[src/rtl/dma_addr_gen_if.sv]
// dma_addr_gen_if: instruction/data bus of the DMA address generator.
//   VALID    instruction strobe; I is sampled only while high
//   I        3-bit instruction code
//   CEN      count enable, qualifies the COUNT instruction
//   DATA_IN  load data (W bits)
//   DATA_OUT read data, zero while no read is in progress
//   OEDATA   high while DATA_OUT carries a read result
//   ADDR     current address counter
//   DONE     transfer-complete flag
// The master modport drives instructions; the slave modport is the generator.
interface dma_addr_gen_if #(
    parameter int unsigned W = 16
);
    logic         VALID;
    logic [2:0]   I;
    logic         CEN;
    logic [W-1:0] DATA_IN;
    logic [W-1:0] DATA_OUT;
    logic         OEDATA;
    logic [W-1:0] ADDR;
    logic         DONE;

    modport master (
        output VALID, I, CEN, DATA_IN,
        input  DATA_OUT, OEDATA, ADDR, DONE
    );

    modport slave (
        input  VALID, I, CEN, DATA_IN,
        output DATA_OUT, OEDATA, ADDR, DONE
    );
endinterface

[src/rtl/dma_addr_gen.sv]
// dma_addr_gen: DMA address / word-count generator.
//   CLK  single clock, all state updates on the rising edge
//   RST  synchronous active-high reset, clears every register
//   bus  dma_addr_gen_if slave modport (instructions in, ADDR/DONE/read data out)
// State: AR (address reload), AC (address counter), WR (word-count reload),
// WC (word counter), CR (control: [1:0] mode, [2] decrement, [3] auto-reload).
module dma_addr_gen #(
    parameter int unsigned W = 16
) (
    input  logic          CLK,
    input  logic          RST,
    dma_addr_gen_if.slave bus
);
    localparam logic [2:0] OpWrcr   = 3'b000;
    localparam logic [2:0] OpRdcr   = 3'b001;
    localparam logic [2:0] OpRdwc   = 3'b010;
    localparam logic [2:0] OpRdac   = 3'b011;
    localparam logic [2:0] OpReinit = 3'b100;
    localparam logic [2:0] OpLdaddr = 3'b101;
    localparam logic [2:0] OpLdwc   = 3'b110;
    localparam logic [2:0] OpCount  = 3'b111;

    localparam logic [W-1:0] One = {{(W-1){1'b0}}, 1'b1};

    logic [W-1:0] ar_q, ar_d;
    logic [W-1:0] ac_q, ac_d;
    logic [W-1:0] wr_q, wr_d;
    logic [W-1:0] wc_q, wc_d;
    logic [3:0]   cr_q, cr_d;

    logic [1:0]   mode;
    logic         done;
    logic [W-1:0] ac_step;
    logic [W-1:0] wc_step;
    logic [W-1:0] wc_reinit;

    assign mode = cr_q[1:0];

    // DONE uses only registered state, so a CR write affects it from the next cycle.
    always_comb begin
        done = 1'b0;
        unique case (mode)
            2'b00: done = (wc_q == One);
            2'b01: done = (wc_q == wr_q);
            2'b10: done = (ac_q == wr_q);
            2'b11: done = (wc_q == '0);
            default: done = 1'b0;
        endcase
    end

    always_comb begin
        ac_step   = cr_q[2] ? (ac_q - One) : (ac_q + One);
        wc_step   = wc_q;
        unique case (mode)
            2'b00:   wc_step = wc_q - One;
            2'b01:   wc_step = wc_q + One;
            2'b10:   wc_step = wc_q;
            2'b11:   wc_step = wc_q - One;
            default: wc_step = wc_q;
        endcase
        // Mode 01 counts up from zero towards WR.
        wc_reinit = (mode == 2'b01) ? '0 : wr_q;
    end

    always_comb begin
        ar_d = ar_q;
        ac_d = ac_q;
        wr_d = wr_q;
        wc_d = wc_q;
        cr_d = cr_q;
        if (bus.VALID) begin
            unique case (bus.I)
                OpWrcr: cr_d = bus.DATA_IN[3:0];
                OpRdcr, OpRdwc, OpRdac: ;
                OpReinit: begin
                    ac_d = ar_q;
                    wc_d = wc_reinit;
                end
                OpLdaddr: begin
                    ar_d = bus.DATA_IN;
                    ac_d = bus.DATA_IN;
                end
                OpLdwc: begin
                    wr_d = bus.DATA_IN;
                    wc_d = (mode == 2'b01) ? '0 : bus.DATA_IN;
                end
                OpCount: begin
                    if (bus.CEN) begin
                        if (!done || (!cr_q[3] && mode == 2'b11)) begin
                            // Mode 11 free-runs through DONE unless auto-reload is set.
                            ac_d = ac_step;
                            wc_d = wc_step;
                        end else if (cr_q[3]) begin
                            ac_d = ar_q;
                            wc_d = wc_reinit;
                        end
                    end
                end
                default: ;
            endcase
        end
    end

    always_comb begin
        bus.DATA_OUT = '0;
        bus.OEDATA   = 1'b0;
        if (bus.VALID) begin
            unique case (bus.I)
                OpRdcr: begin
                    bus.DATA_OUT = {{(W-4){1'b0}}, cr_q};
                    bus.OEDATA   = 1'b1;
                end
                OpRdwc: begin
                    bus.DATA_OUT = wc_q;
                    bus.OEDATA   = 1'b1;
                end
                OpRdac: begin
                    bus.DATA_OUT = ac_q;
                    bus.OEDATA   = 1'b1;
                end
                default: ;
            endcase
        end
    end

    assign bus.ADDR = ac_q;
    assign bus.DONE = done;

    always_ff @(posedge CLK) begin
        if (RST) begin
            ar_q <= '0;
            ac_q <= '0;
            wr_q <= '0;
            wc_q <= '0;
            cr_q <= '0;
        end else begin
            ar_q <= ar_d;
            ac_q <= ac_d;
            wr_q <= wr_d;
            wc_q <= wc_d;
            cr_q <= cr_d;
        end
    end
endmodule
[src/flat_wrapper.sv]
// flat-port wrapper written by rule: the top's interface ports become plain ports
module dma_addr_gen_flat 
#(
    parameter int unsigned W = 16
)
  (CLK, RST, bus_VALID, bus_I, bus_CEN, bus_DATA_IN, bus_DATA_OUT, bus_OEDATA, bus_ADDR, bus_DONE);
  dma_addr_gen_if #(.W(W)) bus_i ();
  input  logic CLK;
  input  logic RST;
  input wire logic [$bits(bus_i.VALID)-1:0] bus_VALID;
  input wire logic [$bits(bus_i.I)-1:0] bus_I;
  input wire logic [$bits(bus_i.CEN)-1:0] bus_CEN;
  input wire logic [$bits(bus_i.DATA_IN)-1:0] bus_DATA_IN;
  output wire logic [$bits(bus_i.DATA_OUT)-1:0] bus_DATA_OUT;
  output wire logic [$bits(bus_i.OEDATA)-1:0] bus_OEDATA;
  output wire logic [$bits(bus_i.ADDR)-1:0] bus_ADDR;
  output wire logic [$bits(bus_i.DONE)-1:0] bus_DONE;
  assign bus_i.VALID = bus_VALID;
  assign bus_i.I = bus_I;
  assign bus_i.CEN = bus_CEN;
  assign bus_i.DATA_IN = bus_DATA_IN;
  assign bus_DATA_OUT = bus_i.DATA_OUT;
  assign bus_OEDATA = bus_i.OEDATA;
  assign bus_ADDR = bus_i.ADDR;
  assign bus_DONE = bus_i.DONE;
  dma_addr_gen #(.W(W)) u_core (.CLK(CLK), .RST(RST), .bus(bus_i));
endmodule
[config.mk]
export PLATFORM = sky130hd
export DESIGN_NAME = dma_addr_gen_flat
export DESIGN_NICKNAME = d
export VERILOG_FILES = /design/src/rtl/dma_addr_gen_if.sv /design/src/rtl/dma_addr_gen.sv /design/src/flat_wrapper.sv
export SDC_FILE = /design/constraint.sdc
export NUM_CORES = 1
export LEC_CHECK = 0
export CORE_MARGIN = 5
export CORE_UTILIZATION = 57
export CTS_BUF_LIST = sky130_fd_sc_hd__clkbuf_4 sky130_fd_sc_hd__clkbuf_8 sky130_fd_sc_hd__clkbuf_16
export DETAILED_ROUTE_END_ITERATION = 8
export PLACE_DENSITY_LB_ADDON = 0.05
export SYNTH_ARGS = -nofsm -noshare
export SYNTH_HDL_FRONTEND = slang
export SYNTH_SLANG_ARGS = --single-unit
[constraint.sdc]
create_clock -name CLK -period 4 [get_ports CLK]
set_input_delay 0.6 -clock CLK [delete_from_list [all_inputs] [get_ports CLK]]
set_output_delay 0.6 -clock CLK [all_outputs]
set_load 0.01 [all_outputs]
Word level (Yosys, flattened, before mapping)
Index checks and enable logic that the tools add are counted.

word-level totals
  memories kept = 0
  memory bits (read-only) = 0
  bits in latches = 0
  memory bits (writable) = 0
  input bits = 23
  output and inout bits = 34
  flip-flop bits (word level) = 68
  word-level logic and storage cells = 58

operators by class
  $add $sub $neg = 4
  bitwise logic cells = 0
  magnitude comparators = 0
  shift operators = 0
  divide/modulo/power cells = 0
  $mul = 0
  reduce and logical (&&, ||, !) cells = 16
  eq/ne operators = 16
  mux-type cells = 17

operators with widths
  operator                                            count
  2-to-1 mux 16 bit                                   10
  case mux 16 bit (3 select lines)                    3
  adder 16 x 1 -> 16 bit, second input constant       2
  == test 16 bit                                      2
  case mux 16 bit (2 select lines)                    1
  subtractor 16 x 1 -> 16 bit, second input constant  2
  == test 16 x 1 -> 1 bit, second input constant      1
  zero test 16 bit                                    1
  == test 3 bit, second input constant                4
  == test 3 x 2 -> 1 bit, second input constant       2
  AND reduction 2 bit                                 3
  nonzero test 3 bit                                  2
  AND reduction 5 bit                                 1
  == test 2 bit, second input constant                2
  case mux 1 bit (4 select lines)                     1
  AND reduction 4 bit                                 1
  == test 3 x 1 -> 1 bit, second input constant       1
  zero test 3 bit                                     1
  != test 3 x 1 -> 1 bit, second input constant       1
  != test 3 bit, second input constant                1
  OR reduction 3 bit                                  1
  == test 2 x 1 -> 1 bit, second input constant       1
  zero test 1 bit                                     2
  zero test 2 bit                                     1
  other kinds (5)                                     6

Logic depth before layout (Yosys ltp)
Gate-level depths: netlist of the first run.

  depth after elaboration = 7
  gate-level depth with buffers = 14
  mapped depth without buffers = 10

Least setup slack after synthesis of the first run
OpenSTA, ideal clock, no wires.

  kind = register to register
  start = register u_core.cr_q[0]
  end = register u_core.ac_q[1] (netlist: u_core.bus.ADDR[1])
  setup time = 0.139 ns
  data required time = 3.861 ns
  stages on the path, launching flop included = 13
  arrival = 2.724 ns
  clock period less this slack = 2.862 ns
  path slack = 1.138 ns
  buffers on the path = 3
  cells stage by stage = dfxtp_1 inv_1 ha_1 buf_4 buf_2 mux2i_1 xnor2_1 nor4_1 nand4_2 a21o_4 buf_4 a221oi_1 a211oi_1

on the way
  longest elaborated chain between the ends = 7
  elaborated cells between the ends (all ways) = 13
  those cells by class = eq/ne: 4; mux: 4; reduce/logical: 5

RTL lines
  item                                   RTL line                                source
  from (decl)                            dma_addr_gen.sv:29                      logic [3:0] cr_q, cr_d;
  from (signal assigned)                 dma_addr_gen.sv:141                     cr_q <= cr_d;
  == test 2 bit (tied with other cells)  dma_addr_gen.sv:42, dma_addr_gen.sv:89
  case mux 1 bit (4 select lines)        dma_addr_gen.sv:42                      unique case (mode)
  zero test 1 bit                        dma_addr_gen.sv:89                      if (!done || (!cr_q[3] && mode == 2'b11)) begin
  logical OR 1 bit *                     dma_addr_gen.sv:89
  2-to-1 mux 16 bit                      dma_addr_gen.sv:89
  2-to-1 mux 16 bit                      dma_addr_gen.sv:88                      if (bus.CEN) begin
  case mux 16 bit (3 select lines)       dma_addr_gen.sv:72                      unique case (bus.I)
  to (signal assigned)                   dma_addr_gen.sv:132                     ac_q <= '0;
  to (signal assigned)                   dma_addr_gen.sv:138                     ac_q <= ac_d;
  to (decl)                              dma_addr_gen.sv:26                      logic [W-1:0] ac_q, ac_d;

Every way passes the cells marked *; elsewhere a longest branch is shown, timed or not. The select of a mux whose other input is x is not followed.
A chain may end at the register's enable or synchronous reset.

Worst setup path in the final report of the first run
  start = register u_core.cr_q[0]
  end = output bus_DONE

on the way
  longest elaborated chain between the ends = 2
  elaborated cells between the ends (all ways) = 5
  those cells by class = eq/ne: 3; mux: 1; reduce/logical: 1

RTL lines
  item                                   RTL line            source
  == test 2 bit (tied with other cells)  dma_addr_gen.sv:42
  case mux 1 bit (4 select lines) *      dma_addr_gen.sv:42
  to (decl)                              flat_wrapper.sv:17  output wire logic [$bits(bus_i.DONE)-1:0] bus_DONE;

Every way passes the cells marked *; elsewhere a longest branch is shown, timed or not.

==> impl_metrics.tcl, run 1 <==
set metrics [dict create \
    vdd_drop_max_mv 0.224 \
    drc 0 \
    clk_latency_ps 360 \
    maxCapViolations 0 \
    critical_path_arrival_ps 3160 \
    finalCriticalPeriod_ps 3760 \
    max_freq_mhz 266 \
    cp-start-kind "flip-flop" \
    vias 5279 \
    boundaryPins 57 \
    cp.required_ps 3400 \
    gp_congestion 0.983 \
    reg2reg_depth 12 \
    min_path_cells 2 \
    avgSynthCellArea_um2 7.59 \
    nets 748 \
    synthSimpleGateAreaFrac 0.254 \
    io_buffers 56 \
    hold_path.class "flip-flop to flip-flop" \
    areaGrowthSynthToFinish_pct 15.1 \
    finalInstanceArea_mm2 0.00585 \
    drt-initial-drc-count 446 \
    die_area_mm2 0.0109 \
    core-area_mm2 0.00872 \
    synthArstFlopShare 0 \
    dr.pass1.iters 6 \
    cp_slowest_cell "clkdlybuf4s50_1" \
    finalSetupTns_ps 0 \
    drive_above_1_share 0.0750 \
    cts_tree "done" \
    clock-sinks 68 \
    clk_pin_slew_ps 80 \
    grt_start_max_net_pins 39 \
    power.density_mw_per_mm2 309 \
    cts_max_level 3 \
    grt.overflow.total 0 \
    yosys-top-cells-count "nand2_1, nor2_1, dfxtp_1" \
    relSlewSlack 0.454 \
    end_kind "output pin" \
    num_rows 34 \
    setup_viol 0 \
    synth_fp_nets 716 \
    hold_viol 0 \
    rsz0062_at_grt "no" \
    fin_worst_skew_ps 6.42 \
    grt_pass1_vias 4990 \
    diodes 0 \
    ys_seq_area_frac 0.268 \
    cts_buffer_depth 2 \
    status "finished clean" \
    wirelength_mm 16.0 \
    synth-edff-count 0 \
    grt_antenna_before_repair 0 \
    yosys_warnings 0 \
    synth_xor_area_frac 0.0706 \
    path_cells "inv_1 -> ha_2 -> buf_6 -> mux2i_1 -> xnor2_1 -> or4_1 -> nor4b_2 -> nand4_1 -> o21ai_0 -> clkdlybuf4s50_1" \
    grt_pass1_wl_mm 25.5 \
    timing.final.crit_share 0.939 \
    antenna_left 0 \
    numCtsBuffers 9 \
    synthAdderAreaFrac 0.0581 \
    netlist_area_mm2 0.00509 \
    synth_seq_cells 68 \
    grt_use_total 0.288 \
    wl_per_cell_um 19.7 \
    worst-path-max-fanout 10 \
    postPlaceCellArea_mm2 0.00564 \
    synth-compound-area-share 0.231 \
    worst_slew_pin_slew_ps 818 \
    synth_area_leaders "dfxtp_1, nand2_1, a21oi_1" \
    synthMuxAreaShare 0.0635 \
    synth.distinct_cells 64 \
    yosys.area.top_type_share 0.268 \
    die_h_um 104 \
    initial_core_util 0.583 \
    crit_type "flip-flop to output pin" \
    synth_most_common_cell "nand2_1" \
    syn-instance-count 670 \
    maxSlewViolCount 0 \
    critPathMaxStageDelay_ps 560 \
    root_buffer "clkbuf_8" \
    synth_flop_cell "dfxtp_1" \
    viasPerCell 6.48 \
    leakagePower_nw 2.03 \
    synth_area_leader_cell "dfxtp_1" \
    dp_hpwl_mm 11.8 \
    die_w_um 104 \
    synth_top_family_by_area "simple AND/OR/NAND/NOR gates" \
]
repair_timing:
| item | CTS | global route |
|---|---|---|
| buffers inserted | 0 | 0 |
| setup endpoints to repair | 0 | 1 |
| hold buffers | 0 | 0 |
| resized for setup | 0 | 3 |
final timing paths:
path	start	endpoint	slack (ps)
worst max register to register	u_core.cr_q[0]	u_core.bus.ADDR[5]	630
worst max-delay path	u_core.cr_q[0]	bus_DONE	240
worst min register to register	u_core.ar_q[9]	u_core.ar_q[9]	460
worst min-delay path	u_core.ar_q[9]	u_core.ar_q[9]	460
flip-flops by register name, indices dropped and copies added, names as in the netlist:
signal and count:
u_core.wr_q 16, u_core.ar_q 16, u_core.bus.ADDR 16, u_core.wc_q 16, u_core.cr_q 4
cells by family (layout without fill, tap and decap cells):
logic type / Yosys count / in the layout
buf+inv: 60 / 97
xor+xnor: 41 / 41
compound gates: 171 / 171
simple gates: 275 / 275
flops: 68 / 68
mux: 32 / 32
fa+ha+maj: 23 / 23
cells in the final DEF (no fill, tap or decap), drive strengths merged, types with 11 or more instances in the layout:
cell,instances
nor3,25
nand2,109
o21ai,19
a211oi,25
a21oi,63
xnor2,33
nor4,11
a221oi,15
buf,14
ha,22
mux2i,30
clkdlybuf4s50,55
inv,13
dfxtp,68
nor2,75
through the flow:
stage          hold slack, ps  utilization  power (mW)  worst slack (ps)  instances
6_report                  461        0.671        1.81               243        815
5_1_grt                   491        0.671        1.88              6.61        815
4_1_cts                   464        0.670        1.80               181        815
3_5_place_dp              452        0.647        1.22               568        799
3_3_place_gp              443        0.647        1.21               665        799
2_1_floorplan             436            -        1.07              1140        670
area by class of cell:
cell class	instances	area (µm²)
multi-input combinational	542	3450
fill	794	2870
sequential	68	1360
timing repair buffer	69	657
tap	108	135
clock buffer	9	124
clock inverter	7	76.3
inverter	12	45.0
per-layer routing:
layer,GRT usage,routed length [µm],up-vias
met5,0,0,-
met4,0.0981,412,0
met3,0.0652,1470,36
met2,0.463,7440,281
met1,0.379,6710,2476
li1,-,-,2486
power by group:
group | switching, mW | internal [mW] | leakage [nW]
clock network | 0.296 | 0.291 | 0.0958
registers | 0.0557 | 0.707 | 0.554
logic | 0.258 | 0.200 | 1.38
critical path: cells and delay by family (launching register included):
kind / cells / cell delay, ps
fa+ha+maj: 1 / 230
simple gates: 3 / 900
buf+inv: 3 / 860
xor+xnor: 1 / 110
flops: 1 / 350
mux: 1 / 250
compound gates: 1 / 100
No activity file was read; power rests on OpenSTA's default activity.
==> inputs of run 2 (changes only) <==
- SETUP_SLACK_MARGIN: default -> 0.1
==> impl_metrics.tcl, run 2 (same netlist as run 1, synthesis figures left out) <==
set metrics [dict create \
    grt_start_max_net_pins 39 \
    cts_hold_buf 0 \
    grt.overflow.total 0 \
    grt_pass1_vias 4990 \
    areaGrowthSynthToFinish_pct 15.1 \
    maxSlewViolCount 0 \
    vias 5281 \
    worst_slew_pin_slew_ps 820 \
    multiInputGateArea_mm2 0.00345 \
    layoutNonFillerInstCount 815 \
    wl_per_cell_um 19.8 \
    clock-sinks 68 \
    p_sw_frac 0.338 \
    p_int_mw 1.20 \
    nets 748 \
    max_freq_mhz 293 \
    end_kind "flip-flop" \
    num-fill-cells 793 \
    cts_tree "done" \
    worst-path-max-fanout 11 \
    finalCriticalPeriod_ps 3410 \
    diodes 0 \
    boundaryPins 57 \
    hold_path.class "flip-flop to flip-flop" \
    status "finished clean" \
    num_rows 34 \
    antenna_left 0 \
    numCtsBuffers 9 \
    final_common_cell "nand2_1" \
    seq_power_share 0.421 \
    vdd_drop_max_mv 0.224 \
    crit_type "flip-flop to flip-flop" \
    timing.final.crit_share 0.852 \
    critical_path_arrival_ps 3640 \
    holdWs_ps 461 \
    maxCapViolations 0 \
    die_w_um 104 \
    p_sw_uw 612 \
    setup_viol 0 \
    grt_use_total 0.288 \
    power.density_mw_per_mm2 309 \
    cts_buffer_depth 2 \
    wirelength_mm 16.1 \
    p_clk_frac 0.325 \
    drc 0 \
    relSlewSlack 0.453 \
    viasPerCell 6.48 \
    drive_above_1_share 0.0750 \
    clk_pin_slew_ps 80 \
    most-common-layout-cells "nand2_1, nor2_1, dfxtp_1" \
    cts_max_level 3 \
    io_buffers 56 \
    drt-initial-drc-count 447 \
    regArea_mm2 0.00136 \
    leakagePower_nw 2.04 \
    rsz0062_at_grt "no" \
    root_buffer "clkbuf_8" \
    placed_cells 799 \
    die_area_mm2 0.0109 \
    fin_worst_skew_ps 6.05 \
    die_h_um 104 \
    dr.pass1.iters 5 \
    grt_pass1_wl_mm 25.5 \
    grt_antenna_before_repair 0 \
    clk_latency_ps 360 \
    combPwrFrac 0.253 \
    core-area_mm2 0.00872 \
    dp_hpwl_mm 11.8 \
    finalSetupTns_ps 0 \
    cp.required_ps 4230 \
    hold_viol 0 \
    gp_congestion 0.983 \
    initial_core_util 0.583 \
    cp-start-kind "flip-flop" \
]
[run 2: worst paths after layout]
kind	start	to	slack [ps]	cells past startpoint
min	u_core.ar_q[9]	u_core.ar_q[9]	460	2
max	u_core.cr_q[0]	u_core.bus.ADDR[2]	590	12
max reg2reg	u_core.cr_q[0]	u_core.bus.ADDR[2]	590	12
min reg2reg	u_core.ar_q[9]	u_core.ar_q[9]	460	2
[run 2: layout make-up]
cell class | instances | area share
well taps | 108 | 0.0231
clock inverters | 7 | 0.0130
flip-flops and latches | 68 | 0.232
repair buffers | 69 | 0.113
multi-input cells | 542 | 0.590
inverters | 12 | 0.00769
clock buffers | 9 | 0.0212
[run 2: critical path, cell delays in order (launching register included)]
cell and delay, ps:
dfxtp_1 350, inv_1 120, ha_2 230, buf_6 180
mux2i_1 260, xnor2_1 110, a2111oi_0 520, nand4_2 410
a21oi_4 360, buf_4 250, o21ai_0 110, a221oi_1 270
nor3_1 90
[run 2: layer usage]
layer / up-vias / track usage / routed length [µm]
met5: - / 0 / 0
met4: 0 / 0.0981 / 360
met3: 35 / 0.0652 / 1430
met2: 255 / 0.463 / 7550
met1: 2505 / 0.379 / 6780
li1: 2486 / - / -
[run 2: stage by stage]
| stage | setup WS (ps) | instance area (µm²) | utilization | total power [mW] |
|---|---|---|---|---|
| floorplan | 1140 | 5090 | - | 1.07 |
| finish | 591 | 5860 | 0.671 | 1.81 |
| global route | 407 | 5860 | 0.671 | 1.88 |
| CTS | 181 | 5840 | 0.670 | 1.80 |
| detailed placement | 568 | 5640 | 0.647 | 1.22 |
| global placement | 665 | 5640 | 0.647 | 1.21 |
[run 2: power by group through the flow]
stage | clock network (mW) | registers (mW) | logic, mW
floorplan | 0 | 0.755 | 0.314
global placement | 0 | 0.775 | 0.439
detailed placement | 0 | 0.776 | 0.447
CTS | 0.585 | 0.760 | 0.450
global route | 0.614 | 0.766 | 0.496
finish | 0.589 | 0.763 | 0.459
[run 2: repair_timing]
item / in CTS / in global routing
gates resized for setup: 0 / 4
buffers inserted: 0 / 0
setup endpoints to repair: 0 / 1
==> inputs of run 3 (changes only) <==
--- a/config.mk
+++ b/config.mk
@@ -7,4 +7,5 @@
 export LEC_CHECK = 0
+export ABC_AREA = 1
 export CORE_MARGIN = 5
-export CORE_UTILIZATION = 57
+export CORE_UTILIZATION = 58
 export CTS_BUF_LIST = sky130_fd_sc_hd__clkbuf_4 sky130_fd_sc_hd__clkbuf_8 sky130_fd_sc_hd__clkbuf_16
--- a/constraint.sdc
+++ b/constraint.sdc
@@ -3,2 +3,2 @@
 set_output_delay 0.6 -clock CLK [all_outputs]
-set_load 0.01 [all_outputs]
+set_load 0.02 [all_outputs]
==> impl_metrics.tcl, run 3 <==
set metrics [dict create \
    critical_path_arrival_ps 3060 \
    nets 1028 \
    core-area_mm2 0.00964 \
    finalPower_mw 2.05 \
    gp_congestion 0.964 \
    finalCriticalPeriod_ps 3660 \
    drt-initial-drc-count 650 \
    grt_pass1_wl_mm 30.6 \
    viasPerCell 5.85 \
    whs_endpoint "u_core.bus.ADDR[4]" \
    grt.overflow.total 0 \
    wirelength_mm 19.2 \
    avgSynthCellArea_um2 6.01 \
    final_common_cell "nand2_1" \
    finalInstanceArea_mm2 0.00656 \
    dr.pass1.iters 5 \
    worstReg2RegStart "u_core.cr_q[0]" \
    r2r-end "u_core.wc_q[9]" \
    cts_max_level 3 \
    drive_above_1_share 0.0558 \
    synth_seq_cells 68 \
    hold_path.class "flip-flop to flip-flop" \
    yosys_warnings 0 \
    most-common-layout-cells "nand2_1, nor2_1, inv_1" \
    ys_seq_area_frac 0.241 \
    cts_tree "done" \
    boundaryPins 57 \
    maxSlewViolCount 0 \
    num_rows 36 \
    synth_flop_cell "dfxtp_1" \
    clock-sinks 68 \
    synth_fp_nets 986 \
    relSlewSlack 0.439 \
    end_kind "output pin" \
    fin_worst_skew_ps 12.6 \
    root_buffer "clkbuf_8" \
    synthArstFlopShare 0 \
    dp_hpwl_mm 14.4 \
    maxCapViolations 0 \
    cp.required_ps 3400 \
    status "finished clean" \
    dp_worst_setup_slack_ps 650 \
    worst-path-max-fanout 18 \
    io_buffers 56 \
    synth_most_common_cell "nand2_1" \
    worst_slew_pin_slew_ps 840 \
    synth.distinct_cells 43 \
    grt_start_max_net_pins 35 \
    wl_per_cell_um 17.1 \
    finalSetupTns_ps 0 \
    synth-edff-count 0 \
    layout_setup_ws_ps 335 \
    min_path_cells 2 \
    areaGrowthSynthToFinish_pct 16.1 \
    vias 6541 \
    yosys.area.top_type_share 0.241 \
    die_w_um 109 \
    syn-instance-count 940 \
    max_freq_mhz 273 \
    drc 0 \
    postLayoutCoreUtil 0.680 \
    met3_wirelength_mm 1.74 \
    antenna_left 0 \
    postPlaceCellArea_mm2 0.00629 \
    min_from "u_core.ar_q[4]" \
    cts_buffer_depth 2 \
    initial_core_util 0.586 \
    yosys-top-cells-count "nand2_1, nor2_1, inv_1" \
    clk_latency_ps 360 \
    wl_met1_mm 7.77 \
    synth_area_leader_cell "dfxtp_1" \
    vdd_drop_max_mv 0.230 \
    crit_type "flip-flop to output pin" \
    top_layer "met4" \
    grt_pass1_vias 6184 \
    setup_viol 0 \
    wl_met2_mm 9.21 \
    synth_area_leaders "dfxtp_1, nand2_1, nor2_1" \
    reg2reg_slack_ps 540 \
    hold_viol 0 \
    grt_use_total 0.332 \
    reg2reg_depth 19 \
    netlist_area_mm2 0.00565 \
    die_area_mm2 0.0118 \
    clk_pin_slew_ps 80 \
    timing.final.crit_share 0.916 \
    die_h_um 109 \
    cp-start-kind "flip-flop" \
    leakagePower_nw 2.97 \
    rsz0062_at_grt "no" \
    numCtsBuffers 9 \
    power.density_mw_per_mm2 313 \
    cts_hold_buf 0 \
    diodes 0 \
    grt_antenna_before_repair 0 \
]
run 3: cell count changes after synthesis, sizes merged, moves of 18 or more:
| cell | before | now |
|---|---|---|
| a211oi | 25 | 7 |
| inv | 12 | 86 |
| mux2i | 30 | 0 |
| nand2 | 109 | 235 |
| nand3 | 9 | 62 |
| nor2 | 75 | 169 |
| o21ai | 19 | 81 |
| xnor2 | 33 | 4 |
run 3: stage by stage:
stage / std cells / hold WS, ps
final: 1119 / 458
after global routing: 1119 / 508
after CTS: 1119 / 468
after detailed placement: 1104 / 459
after global placement: 1104 / 450
after floorplan: 940 / 445
run 3: final cells by class:
| class | count | area, µm² |
|---|---|---|
| Sequential cell | 68 | 1360 |
| Clock buffer | 9 | 124 |
| Inverter | 87 | 332 |
| Clock inverter | 6 | 138 |
| Fill cell | 942 | 3080 |
| Tap cell | 133 | 166 |
| Multi-Input combinational cell | 747 | 3760 |
| Timing Repair Buffer | 69 | 671 |
run 3: repair_timing:
action                     CTS  global route
gates resized for setup      0             1
buffers inserted             0             0
setup endpoints to repair    0             1
run 3: kinds of logic after synthesis:
logic type      synth area share
buf+inv                   0.0937
compound gates             0.199
xor+xnor                  0.0357
fa+ha+maj                 0.0523
flops                      0.241
simple gates               0.378
run 3: worst max path at each step:
stage	from	to
after floorplan	u_core.cr_q[0]	bus_DONE
after global placement	u_core.cr_q[0]	bus_DONE
after detailed placement	u_core.cr_q[0]	bus_DONE
after CTS	u_core.cr_q[0]	bus_DONE
after global routing	u_core.cr_q[0]	bus_DONE
final	u_core.cr_q[0]	bus_DONE
run 3: worst max-delay path: stages (launching register included):
cell and delay (ps):
dfxtp_1 370, inv_1 100, ha_1 210, buf_4 210, inv_6 170, nand2_1 100, nand3_1 120, nand2_1 60
nor2_1 100, nand2_1 60, nor2_1 90, nand3_1 170, a21oi_2 290, clkdlybuf4s50_1 650
run 3: where the power goes:
group	switching [mW]	internal, mW	total (mW)
combinational	0.336	0.194	0.530
clock	0.287	0.476	0.763
sequential	0.0522	0.709	0.761
run 3: routing by layer:
metal | GRT usage | up-vias
li1 | - | 3183
met1 | 0.419 | 2986
met2 | 0.567 | 333
met3 | 0.0568 | 39
met4 | 0.123 | 0
met5 | 0 | -
